<file path="src/rtl/apb_requester_if.sv">
// Command/response channel plus APB bus between the tile requester and its peers.
// master: the requester's view; slave: the command source, response sink and APB completer.
interface apb_requester_if #(
    parameter int unsigned ADDR_W = 32,
    parameter int unsigned DATA_W = 32
);
    logic                  cmd_valid;
    logic                  cmd_ready;
    logic                  cmd_write;
    logic [ADDR_W-1:0]     cmd_addr;
    logic [DATA_W-1:0]     cmd_wdata;
    logic [DATA_W/8-1:0]   cmd_strb;

    logic                  rsp_valid;
    logic                  rsp_ready;
    logic [DATA_W-1:0]     rsp_rdata;
    logic                  rsp_err;
    logic                  rsp_timeout;

    logic                  busy;

    logic                  psel;
    logic                  penable;
    logic [2:0]            pprot;
    logic [ADDR_W-1:0]     paddr;
    logic                  pwrite;
    logic [DATA_W-1:0]     pwdata;
    logic [DATA_W/8-1:0]   pstrb;
    logic                  pready;
    logic [DATA_W-1:0]     prdata;
    logic                  pslverr;

    modport master (
        input  cmd_valid, cmd_write, cmd_addr, cmd_wdata, cmd_strb, rsp_ready,
        input  pready, prdata, pslverr,
        output cmd_ready, rsp_valid, rsp_rdata, rsp_err, rsp_timeout, busy,
        output psel, penable, pprot, paddr, pwrite, pwdata, pstrb
    );

    modport slave (
        output cmd_valid, cmd_write, cmd_addr, cmd_wdata, cmd_strb, rsp_ready,
        output pready, prdata, pslverr,
        input  cmd_ready, rsp_valid, rsp_rdata, rsp_err, rsp_timeout, busy,
        input  psel, penable, pprot, paddr, pwrite, pwdata, pstrb
    );
endinterface

</file>
<file path="src/rtl/apb_requester.sv">
// Single-outstanding APB initiator: command in, SETUP/ACCESS transfer, response out.
// An ACCESS-phase watchdog aborts transfers to a completer that never asserts pready.
module apb_requester #(
    parameter int unsigned ADDR_W  = 32,
    parameter int unsigned DATA_W  = 32,
    parameter int unsigned TIMEOUT = 255,
    parameter logic [2:0]  PROT    = 3'b000
) (
    input  logic                 clk,
    input  logic                 resetn,
    apb_requester_if.master      bus
);
    localparam int unsigned STRB_W = DATA_W / 8;
    localparam int unsigned CNT_W  = (TIMEOUT > 1) ? $clog2(TIMEOUT + 1) : 1;
    localparam logic [CNT_W-1:0] TIMEOUT_CNT = CNT_W'(TIMEOUT);

    typedef enum logic [1:0] {StIdle, StSetup, StAccess, StResp} state_e;

    state_e              r_state;
    state_e              w_state_next;
    logic [ADDR_W-1:0]   r_addr;
    logic                r_write;
    logic [DATA_W-1:0]   r_wdata;
    logic [STRB_W-1:0]   r_strb;
    logic [DATA_W-1:0]   r_rdata;
    logic                r_err;
    logic                r_timeout;
    logic [CNT_W-1:0]    r_wd_cnt;

    logic w_accept;
    logic w_done;
    logic w_expire;

    assign w_accept = bus.cmd_valid && (r_state == StIdle);
    assign w_done   = (r_state == StAccess) && bus.pready;
    // pready on the final watchdog cycle still completes normally
    assign w_expire = (TIMEOUT != 0) && (r_state == StAccess) && !bus.pready &&
                      (r_wd_cnt == TIMEOUT_CNT);

    always_ff @(posedge clk or negedge resetn) begin
        if (!resetn) begin
            r_state <= StIdle;
        end else begin
            r_state <= w_state_next;
        end
    end

    always_comb begin
        w_state_next = r_state;
        unique case (r_state)
            StIdle:   if (w_accept) w_state_next = StSetup;
            StSetup:  w_state_next = StAccess;
            StAccess: if (w_done || w_expire) w_state_next = StResp;
            StResp:   if (bus.rsp_ready) w_state_next = StIdle;
            default:  w_state_next = StIdle;
        endcase
    end

    always_comb begin
        bus.cmd_ready   = (r_state == StIdle);
        bus.busy        = (r_state != StIdle);
        bus.psel        = (r_state == StSetup) || (r_state == StAccess);
        bus.penable     = (r_state == StAccess);
        bus.rsp_valid   = (r_state == StResp);
        bus.pprot       = PROT;
        bus.paddr       = r_addr;
        bus.pwrite      = r_write;
        bus.pwdata      = r_wdata;
        bus.pstrb       = r_strb;
        bus.rsp_rdata   = r_rdata;
        bus.rsp_err     = r_err;
        bus.rsp_timeout = r_timeout;
    end

    always_ff @(posedge clk or negedge resetn) begin
        if (!resetn) begin
            r_addr    <= '0;
            r_write   <= 1'b0;
            r_wdata   <= '0;
            r_strb    <= '0;
            r_rdata   <= '0;
            r_err     <= 1'b0;
            r_timeout <= 1'b0;
            r_wd_cnt  <= '0;
        end else begin
            if (w_accept) begin
                r_addr  <= bus.cmd_addr;
                r_write <= bus.cmd_write;
                r_wdata <= bus.cmd_write ? bus.cmd_wdata : '0;
                r_strb  <= bus.cmd_write ? bus.cmd_strb : '0;
            end

            if (r_state == StSetup) begin
                r_wd_cnt <= CNT_W'(1);
            end else if ((r_state == StAccess) && !w_done && !w_expire) begin
                r_wd_cnt <= r_wd_cnt + CNT_W'(1);
            end else begin
                r_wd_cnt <= '0;
            end

            if (w_done) begin
                r_rdata   <= (!r_write && !bus.pslverr) ? bus.prdata : '0;
                r_err     <= bus.pslverr;
                r_timeout <= 1'b0;
            end else if (w_expire) begin
                r_rdata   <= '0;
                r_err     <= 1'b1;
                r_timeout <= 1'b1;
            end
        end
    end
endmodule

</file>
<file path="src/flat_wrapper.sv">
// flat-port wrapper written by rule: the top's interface ports become plain ports
module apb_requester_flat 
#(
    parameter int unsigned ADDR_W  = 32,
    parameter int unsigned DATA_W  = 32,
    parameter int unsigned TIMEOUT = 255,
    parameter logic [2:0]  PROT    = 3'b000
)
  (clk, resetn, bus_cmd_valid, bus_cmd_write, bus_cmd_addr, bus_cmd_wdata, bus_cmd_strb, bus_rsp_ready, bus_pready, bus_prdata, bus_pslverr, bus_cmd_ready, bus_rsp_valid, bus_rsp_rdata, bus_rsp_err, bus_rsp_timeout, bus_busy, bus_psel, bus_penable, bus_pprot, bus_paddr, bus_pwrite, bus_pwdata, bus_pstrb);
  apb_requester_if #(.ADDR_W(ADDR_W), .DATA_W(DATA_W)) bus_i ();
  input  logic clk;
  input  logic resetn;
  input wire logic [$bits(bus_i.cmd_valid)-1:0] bus_cmd_valid;
  input wire logic [$bits(bus_i.cmd_write)-1:0] bus_cmd_write;
  input wire logic [$bits(bus_i.cmd_addr)-1:0] bus_cmd_addr;
  input wire logic [$bits(bus_i.cmd_wdata)-1:0] bus_cmd_wdata;
  input wire logic [$bits(bus_i.cmd_strb)-1:0] bus_cmd_strb;
  input wire logic [$bits(bus_i.rsp_ready)-1:0] bus_rsp_ready;
  input wire logic [$bits(bus_i.pready)-1:0] bus_pready;
  input wire logic [$bits(bus_i.prdata)-1:0] bus_prdata;
  input wire logic [$bits(bus_i.pslverr)-1:0] bus_pslverr;
  output wire logic [$bits(bus_i.cmd_ready)-1:0] bus_cmd_ready;
  output wire logic [$bits(bus_i.rsp_valid)-1:0] bus_rsp_valid;
  output wire logic [$bits(bus_i.rsp_rdata)-1:0] bus_rsp_rdata;
  output wire logic [$bits(bus_i.rsp_err)-1:0] bus_rsp_err;
  output wire logic [$bits(bus_i.rsp_timeout)-1:0] bus_rsp_timeout;
  output wire logic [$bits(bus_i.busy)-1:0] bus_busy;
  output wire logic [$bits(bus_i.psel)-1:0] bus_psel;
  output wire logic [$bits(bus_i.penable)-1:0] bus_penable;
  output wire logic [$bits(bus_i.pprot)-1:0] bus_pprot;
  output wire logic [$bits(bus_i.paddr)-1:0] bus_paddr;
  output wire logic [$bits(bus_i.pwrite)-1:0] bus_pwrite;
  output wire logic [$bits(bus_i.pwdata)-1:0] bus_pwdata;
  output wire logic [$bits(bus_i.pstrb)-1:0] bus_pstrb;
  assign bus_i.cmd_valid = bus_cmd_valid;
  assign bus_i.cmd_write = bus_cmd_write;
  assign bus_i.cmd_addr = bus_cmd_addr;
  assign bus_i.cmd_wdata = bus_cmd_wdata;
  assign bus_i.cmd_strb = bus_cmd_strb;
  assign bus_i.rsp_ready = bus_rsp_ready;
  assign bus_i.pready = bus_pready;
  assign bus_i.prdata = bus_prdata;
  assign bus_i.pslverr = bus_pslverr;
  assign bus_cmd_ready = bus_i.cmd_ready;
  assign bus_rsp_valid = bus_i.rsp_valid;
  assign bus_rsp_rdata = bus_i.rsp_rdata;
  assign bus_rsp_err = bus_i.rsp_err;
  assign bus_rsp_timeout = bus_i.rsp_timeout;
  assign bus_busy = bus_i.busy;
  assign bus_psel = bus_i.psel;
  assign bus_penable = bus_i.penable;
  assign bus_pprot = bus_i.pprot;
  assign bus_paddr = bus_i.paddr;
  assign bus_pwrite = bus_i.pwrite;
  assign bus_pwdata = bus_i.pwdata;
  assign bus_pstrb = bus_i.pstrb;
  apb_requester #(.ADDR_W(ADDR_W), .DATA_W(DATA_W), .TIMEOUT(TIMEOUT), .PROT(PROT)) u_core (.clk(clk), .resetn(resetn), .bus(bus_i));
endmodule
</file>
<file path="config.mk">
export PLATFORM = sky130hd
export DESIGN_NAME = apb_requester_flat
export DESIGN_NICKNAME = d
export VERILOG_FILES = /design/src/rtl/apb_requester_if.sv /design/src/rtl/apb_requester.sv /design/src/flat_wrapper.sv
export SDC_FILE = /design/constraint.sdc
export NUM_CORES = 1
export LEC_CHECK = 0
export ABC_AREA = 1
export CAP_MARGIN = 20
export CORE_UTILIZATION = 41
export CTS_CLUSTER_SIZE = 24
export DETAILED_ROUTE_END_ITERATION = 12
export HOLD_SLACK_MARGIN = 0.1
export PLACE_DENSITY = 0.8
export SKIP_CTS_REPAIR_TIMING = 1
export SLEW_MARGIN = 5
export SYNTH_ARGS = -nofsm -noshare
export SYNTH_HDL_FRONTEND = slang
export SYNTH_SLANG_ARGS = --single-unit
export TNS_END_PERCENT = 20
</file>
<file path="constraint.sdc">
create_clock -name clk -period 1.82 [get_ports clk]
set_input_delay 0.364 -clock clk [delete_from_list [all_inputs] [get_ports clk]]
set_output_delay 0.364 -clock clk [all_outputs]
set_load 0.05 [all_outputs]
</file>
==> flow_summary.toml, run 1 <==
[run_status]
status = "finished clean"

[timing]
finalCriticalPeriod_ps = 1750
period_share_pct = 96.0
finalSetupViolCount = 0
hold_viol_final = 0
rsz0062_at_grt = "no"
worst_pin_slew_ps = 606
finalMaxSlewViolations = 0
tns_ps = 0
fmax_mhz = 572
relSlewSlack_pct = 59.6
skew_ps = 8.70

[worst_setup_path]
rrSetupSlack_ps = 280
r2r_start = "u_core.r_state[0]$_DFFE_PN0P_"
critPathRequiredTime_ps = 1460
criticalPathCategory = "flip-flop to primary output"
crit_path_end_kind = "primary output"
r2r_end = "u_core.bus.rsp_rdata[3]$_DFFE_PN0P_"
cp.arrival_ps = 1380
cp-start-kind = "flip-flop"
critPathMaxFanout = 4
rr_worst_depth = 8

[synth]
synthTopCellsByCount = "254 x nand2_1, 113 x dfrtp_1, 38 x nand3_1, 37 x o21ai_0, 16 x inv_1"
avgSynthCellArea_sq_um = 8.93
synth_top_cell_area_share_pct = 60.9
synthFlopType = "dfrtp_1"
yosysWarnings = 0
ys_async_sr_fraction_pct = 100
yosysMostFrequentCell = "nand2_1"
synth_area_leader_cell = "dfrtp_1"
synth_area_leaders = "dfrtp_1 61%, nand2_1 21%, nand3_1 4.1%, o21ai_0 4.0%, buf_6 1.5%"
synth_cell_types = 23
synth_edf_count = 0
synthCells = 520
ys_ff_latch = 113
yosysSeqAreaShare_pct = 60.9
syn_area_sq_um = 4640

[detailed_routing]
vias = 4183
wire_per_inst_um = 13.9
drt-total-wl_um = 12400
vias_per_cell = 4.69
drt_iter0_markers = 202
drc_errors = 0
dr.pass1.iters = 4
detail-route-antenna-nets = 0

[cells_and_area]
fill_cells = 855
fin_nets = 851
syn_to_final_growth_pct = 58.7
final_cell_count_no_fill = 892
drive_gt1_share_pct = 21.8
num_antenna_cells = 0

[floorplan]
die_w_um = 108
core_area_sq_um = 10900
die_h_um = 108
boundaryPins = 218
initial_core_util_pct = 42.4
dieArea_sq_um = 11800
rows = 38

[clock_tree]
cts_tree = "done"
cts_buffer_depth = 2
clkTransAtPathRegs_ps = 50
clock_tree.root_cell = "clkbuf_16"
cts_sinks = 113
cts-buffers-inserted = 17
clkLatencyLatePin_ps = 400
htreeDepth = 4

[global_route]
grt_max_degree = 114
track_usage_pct = 21.5
grt_pass1_wl_um = 19500
grt.overflow.total = 0
grt_pass1_vias = 4141
antenna_found_initial = 0

[hold_path]
min-delay-start = "u_core.bus.paddr[25]$_DFFE_PN0P_"
hp-class = "flip-flop to flip-flop"
hold_depth = 2
hold-path-endpoint = "u_core.bus.paddr[25]$_DFFE_PN0P_"

[power_and_ir_drop]
ir_drop_mv = 1.21
p_per_area_nw_per_um2 = 2010
power_mw = 14.8
leakage_nw = 3.78

[placed_design]
gp_congestion = 0.792
dpl.cell_count = 859
hpwl_um = 8760
io_buffers = 214

[run]
drv_cap = 0
state kept, by name, indices dropped and copies added, names as in the netlist:
name / flops
u_core.bus.pwdata: 32
u_core.bus.rsp_err: 1
u_core.bus.rsp_timeout: 1
u_core.bus.pstrb: 4
u_core.bus.pwrite: 1
u_core.r_state: 2
u_core.r_wd_cnt: 8
u_core.bus.rsp_rdata: 32
u_core.bus.paddr: 32
how the worst max path moves through the flow:
stage	end	slack, ps	start
6_report	bus_penable	70	u_core.r_state[0]$_DFFE_PN0P_
5_1_grt	bus_penable	10	u_core.r_state[0]$_DFFE_PN0P_
4_1_cts	bus_busy	3	u_core.r_state[0]$_DFFE_PN0P_
3_5_place_dp	u_core.bus.pwdata[11]$_DFFE_PN0P_	140	bus_cmd_valid
3_3_place_gp	u_core.bus.pwdata[9]$_DFFE_PN0P_	210	bus_cmd_valid
2_1_floorplan	u_core.bus.rsp_rdata[23]$_DFFE_PN0P_	20	u_core.r_state[0]$_DFFE_PN0P_
placed cells by master (no fill, tap or decap), types with 2 or more instances in the layout:
cell type / count
buf_12: 9
nand2_2: 2
conb_1: 3
ha_1: 4
nor2_2: 2
bufinv_16: 3
clkbuf_8: 4
clkbuf_16: 17
buf_4: 113
dfrtp_1: 113
nand2_1: 253
inv_1: 15
clkinv_2: 5
nor3_1: 2
clkdlybuf4s50_1: 105
nand3_1: 38
xor2_1: 3
o21ai_0: 37
nor2_1: 11
cell type report:
| type | instances | area (sq um) | share of cell area [%] |
|---|---|---|---|
| Multi-Input combinational cell | 363 | 1600 | 21.7 |
| Sequential cell | 113 | 2830 | 38.4 |
| Clock buffer | 22 | 484 | 6.57 |
| Inverter | 16 | 60.1 | 0.815 |
| Tap cell | 140 | 175 | 2.38 |
| Clock inverter | 10 | 131 | 1.78 |
| Timing Repair Buffer | 228 | 2090 | 28.4 |
critical path: stages (launching register included):
cell	delay (ps)
dfrtp_1	410
inv_2	80
ha_1	210
buf_4	150
buf_12	140
stage by stage:
stage	hold slack [ps]	area (sq um)	util, %	setup WS, ps
finish	481	7370	67.4	72.1
global route	496	7370	67.4	11.5
CTS	72.7	7350	67.2	3.39
detailed placement	471	6730	61.5	136
global placement	463	6730	61.5	206
floorplan	68.4	4650	-	23.9
power by group:
part           total, mW  internal (mW)  switching (mW)
Sequential          4.05           3.46           0.585
Clock               3.39           2.29            1.10
Combinational       7.36           2.28            5.08
routing by layer:
metal	track usage, %	routed length, um	vias to the layer above
met5	0	0	-
met4	6.85	139	0
met3	6.69	976	13
met2	36.6	6160	188
met1	25.8	5130	1922
li1	-	-	2060
cell families (layout without fill, tap and decap cells):
group / Yosys count / after routing / share of synthesized area, %
simple gates: 312 / 312 / 27.3
flops: 113 / 113 / 60.9
buf+inv: 46 / 276 / 5.26
compound gates: 39 / 39 / 4.39
fa+ha+maj: 5 / 5 / 1.35
xor+xnor: 4 / 4 / 0.755
other cells: 1 / 3 / 0.0808
(Power assumes the default switching activity.)
==> run 2: changes to the inputs <==
--- a/config.mk
+++ b/config.mk
@@ -11,6 +11,7 @@
 export CTS_CLUSTER_SIZE = 24
 export DETAILED_ROUTE_END_ITERATION = 12
 export HOLD_SLACK_MARGIN = 0.1
+export MAX_ROUTING_LAYER = met4
 export PLACE_DENSITY = 0.8
 export SKIP_CTS_REPAIR_TIMING = 1
 export SLEW_MARGIN = 5
==> run 2 against run 1 <==
Design area unchanged. Sequential cell count stayed put. Worst hold slack better by 0.91 ps. Register-to-register slack hardly changed. Critical endpoint unchanged.
==> flow_summary.toml, run 2 (synthesized netlist as in run 1, its figures left out) <==
[worst_setup_path]
cp_top_family = "flip-flops"
r2r_start = "u_core.r_state[0]$_DFFE_PN0P_"
criticalPathCategory = "flip-flop to primary output"
slowest_delay_ps = 410
worstPathCellList = "inv_2 > ha_1 > buf_4 > buf_12"
critPathMaxFanout = 4
cp_slowest_cell = "dfrtp_1"
rrSetupSlack_ps = 270
crit_buf_inv = 3
r2r_end = "u_core.bus.rsp_rdata[3]$_DFFE_PN0P_"
rr_worst_depth = 8
cp-start-kind = "flip-flop"
critPathRequiredTime_ps = 1460
crit_path_end_kind = "primary output"
cp.arrival_ps = 1390

[global_route]
grt.overflow.total = 0
track_usage_pct = 22.0
grt_max_degree = 114
antenna_found_initial = 0
grt_pass1_vias = 4147
grt_pass1_wl_um = 19500

[detailed_routing]
drc_errors = 0
drt_iter0_markers = 177
detail-route-antenna-nets = 0
dr.pass1.iters = 4
wire_per_inst_um = 13.9
vias_per_cell = 4.68
drt-total-wl_um = 12400
vias = 4174

[floorplan]
die_w_um = 108
core_area_sq_um = 10900
boundaryPins = 218
initial_core_util_pct = 42.4
rows = 38
dieArea_sq_um = 11800
die_h_um = 108

[timing]
relSlewSlack_pct = 59.3
period_share_pct = 96.2
finalCriticalPeriod_ps = 1750
skew_ps = 8.04
finalSetupViolCount = 0
rsz0062_at_grt = "no"
finalMaxSlewViolations = 0
holdWs_ps = 482
worst_pin_slew_ps = 610
fmax_mhz = 571
hold_viol_final = 0
tns_ps = 0

[run]
drv_cap = 0

[clock_tree]
cts-buffers-inserted = 17
clock_tree.root_cell = "clkbuf_16"
htreeDepth = 4
cts_buffer_depth = 2
cts_sinks = 113
clkLatencyLatePin_ps = 400
cts_tree = "done"
clkTransAtPathRegs_ps = 50

[hold_path]
hp-class = "flip-flop to flip-flop"
min-delay-start = "u_core.bus.paddr[25]$_DFFE_PN0P_"
hold-path-endpoint = "u_core.bus.paddr[25]$_DFFE_PN0P_"
hold_depth = 2

[cells_and_area]
layout_commonest_cell = "nand2_1"
syn_to_final_growth_pct = 58.7
num_antenna_cells = 0
fin_nets = 851
drive_gt1_share_pct = 21.8
final_cell_mix = "253 x nand2_1, 113 x buf_4, 113 x dfrtp_1"

[power_and_ir_drop]
leakage_nw = 3.78
ir_drop_mv = 1.21
p_per_area_nw_per_um2 = 2010

[placed_design]
hpwl_um = 8760
gp_congestion = 0.803
io_buffers = 214

[run_status]
status = "finished clean"
## run 2: cell counts in the layout (fill, tap and decap cells not counted)
No cell type changed its count.
## run 2: metal layers
metal,wire length (um),vias to the layer above,track usage [%]
met5,0,-,-
met4,146,0,6.85
met3,883,14,5.97
met2,6180,170,36.6
met1,5200,1930,26.0
li1,-,2060,-
## run 2: layout make-up
type	count	area (sq um)
Fill cell	855	3570
Clock inverter	10	131
Tap cell	140	175
Inverter	16	60.1
Clock buffer	22	484
Sequential cell	113	2830
Timing Repair Buffer	228	2090
Multi-Input combinational cell	363	1600
## run 2: where the power goes
part           internal (mW)  switching (mW)  leakage [nW]  total, mW
registers               3.46           0.588          1.47       4.05
clock network           2.29            1.10         0.306       3.39
logic                   2.28            5.09          2.01       7.36
## run 2: worst max path at each step
stage,slack (ps),depth (start not counted),end,start
after floorplan,20,8,u_core.bus.rsp_rdata[23]$_DFFE_PN0P_,u_core.r_state[0]$_DFFE_PN0P_
after detailed placement,140,4,u_core.bus.pwdata[11]$_DFFE_PN0P_,bus_cmd_valid
after global routing,10,4,bus_penable,u_core.r_state[0]$_DFFE_PN0P_
after global placement,210,4,u_core.bus.pwdata[9]$_DFFE_PN0P_,bus_cmd_valid
after CTS,3,4,bus_busy,u_core.r_state[0]$_DFFE_PN0P_
final,70,4,bus_penable,u_core.r_state[0]$_DFFE_PN0P_
## run 2: worst register-to-register path: stages (launching register included)
cell and delay, ps:
dfrtp_1 420, inv_2 110, ha_1 170, inv_1 60
nor2_2 190, nand3_4 100, buf_4 220, nand3_1 110
nand2_1 60
## run 2: metrics by stage
stage               utilization (%)  setup slack, ps  std cells  total power, mW  instance area (sq um)
finish                         67.4             69.5        892             14.8                   7370
global route                   67.4             12.9        892             15.6                   7370
CTS                            67.2             3.39        891             14.9                   7350
detailed placement             61.5              136        859             11.4                   6730
global placement               61.5              206        859             11.3                   6730
floorplan                         -             23.9        522             8.79                   4650
==> run 3: changes to the inputs <==
--- a/config.mk
+++ b/config.mk
@@ -8,11 +8,13 @@
 export ABC_AREA = 1
 export CAP_MARGIN = 20
 export CORE_UTILIZATION = 41
+export CTS_BUF_LIST = sky130_fd_sc_hd__clkbuf_8 sky130_fd_sc_hd__clkbuf_16
 export CTS_CLUSTER_SIZE = 24
 export DETAILED_ROUTE_END_ITERATION = 12
 export HOLD_SLACK_MARGIN = 0.1
 export MAX_ROUTING_LAYER = met4
 export PLACE_DENSITY = 0.8
+export SETUP_SLACK_MARGIN = 0.4
 export SKIP_CTS_REPAIR_TIMING = 1
 export SLEW_MARGIN = 5
 export SYNTH_ARGS = -nofsm -noshare
==> run 3 against run 2 <==
Clock power decreased by 1%. Setup slack improved by 23 ps. Combinational power increased by 3.1%. Register-to-register slack improved by 20 ps. Via count increased by 3.2%. First-iteration DRC count increased by 47%. Worst hold slack got worse by 30 ps. Design area increased by 3.6%. Power increased by 1.3%. Sequential cell count unchanged. Critical path type unchanged. Largest cell class unchanged.
==> flow_summary.toml, run 3 (synthesized netlist as in run 1, its figures left out) <==
[run_status]
status = "finished clean"

[power_and_ir_drop]
leakage_nw = 3.90
ir_drop_mv = 1.43
p_per_area_nw_per_um2 = 1970
power_mw = 15.0

[global_route]
grt.overflow.total = 0
grt_max_degree = 59
grt_pass1_wl_um = 19200
track_usage_pct = 21.9
grt_pass1_vias = 4009
antenna_found_initial = 0

[worst_setup_path]
rrSetupSlack_ps = 290
endpoint = "bus_busy"
crit_start = "u_core.r_state[1]$_DFFE_PN0P_"
rr_worst_depth = 8
r2r_end = "u_core.bus.rsp_rdata[1]$_DFFE_PN0P_"
crit_path_end_kind = "primary output"
cp.arrival_ps = 1360
r2r_start = "u_core.r_state[0]$_DFFE_PN0P_"
criticalPathCategory = "flip-flop to primary output"
cp-start-kind = "flip-flop"
critPathMaxFanout = 4
critPathRequiredTime_ps = 1460

[run]
drv_cap = 0

[placed_design]
gp_congestion = 0.799
io_buffers = 214
hpwl_um = 8800
dp_slack_ps = 186
dpl.cell_count = 858
postPlaceCellArea_sq_um = 6790

[cells_and_area]
num_antenna_cells = 0
syn_to_final_growth_pct = 64.4
drive_gt1_share_pct = 24.6
final_cell_count_no_fill = 904
layout_commonest_cell = "nand2_1"
fin_nets = 863
postLayoutCoreUtil_pct = 69.8
final_cell_mix = "253 x nand2_1, 116 x buf_4, 112 x dfrtp_1"
fill_cells = 814
final_cell_area_sq_um = 7630

[clock_tree]
htreeDepth = 4
clkTransAtPathRegs_ps = 50
cts_sinks = 113
clkLatencyLatePin_ps = 410
cts_tree = "done"
cts-buffers-inserted = 17
clock_tree.root_cell = "clkbuf_16"
cts_buffer_depth = 2

[timing]
finalSetupViolCount = 0
fmax_mhz = 579
finalCriticalPeriod_ps = 1730
finalMaxSlewViolations = 0
skew_ps = 9.03
timing.final.ws_setup_ps = 92.6
hold_viol_final = 0
rsz0062_at_grt = "yes"
holdWs_ps = 453
tns_ps = 0
period_share_pct = 94.9

[floorplan]
core_area_sq_um = 10900
die_w_um = 108
die_h_um = 108
dieArea_sq_um = 11800
rows = 38
initial_core_util_pct = 42.4
boundaryPins = 218

[detailed_routing]
drc_errors = 0
dr.pass1.iters = 4
detail-route-antenna-nets = 0
wire_per_inst_um = 14.2
drt_iter0_markers = 260
vias_per_cell = 4.76
drt-total-wl_um = 12800
vias = 4307

[hold_path]
hp-class = "input pin to async pin"
[run 3: worst min path at each step]
stage	startpoint	endpoint	slack [ps]	depth (start not counted)
after global placement	resetn	u_core.bus.pwdata[16]$_DFFE_PN0P_	290	1
final	resetn	u_core.bus.pwdata[19]$_DFFE_PN0P_	450	2
after global routing	resetn	u_core.bus.pwdata[17]$_DFFE_PN0P_	480	2
after floorplan	resetn	u_core.bus.paddr[0]$_DFFE_PN0P_	70	0
after detailed placement	resetn	u_core.bus.pwdata[17]$_DFFE_PN0P_	290	1
after CTS	resetn	u_core.bus.pwdata[17]$_DFFE_PN0P_	-140	1
[run 3: critical path: stages, from the launching register on]
cell and delay [ps]:
dfrtp_2 440, inv_2 90, ha_4 170, clkinvlp_4 110, buf_12 160
[run 3: area by class of cell]
class / count / area (sq um) / share of cell area [%]
flip-flops and latches: 113 / 2830 / 37.1
repair buffers: 240 / 2270 / 29.8
multi-input cells: 363 / 1680 / 22.0
clock buffers: 18 / 439 / 5.76
well taps: 140 / 175 / 2.30
clock inverters: 14 / 166 / 2.18
inverters: 16 / 66.3 / 0.869
[run 3: power by group]
part / internal (mW) / switching (mW) / total [mW] / leakage (nW)
combinational: 2.43 / 5.17 / 7.59 / 2.14
sequential: 3.46 / 0.606 / 4.07 / 1.47
clock: 2.18 / 1.16 / 3.34 / 0.293
total: 8.07 / 6.93 / 15.0 / 3.90
[run 3: layer usage]
layer	global-route usage [%]	vias to the layer above	share of wire [%]
met5	-	-	0
met4	7.63	0	1.2
met3	5.61	16	8.0
met2	33.4	201	48
met1	28.1	2006	43
li1	-	2084	-
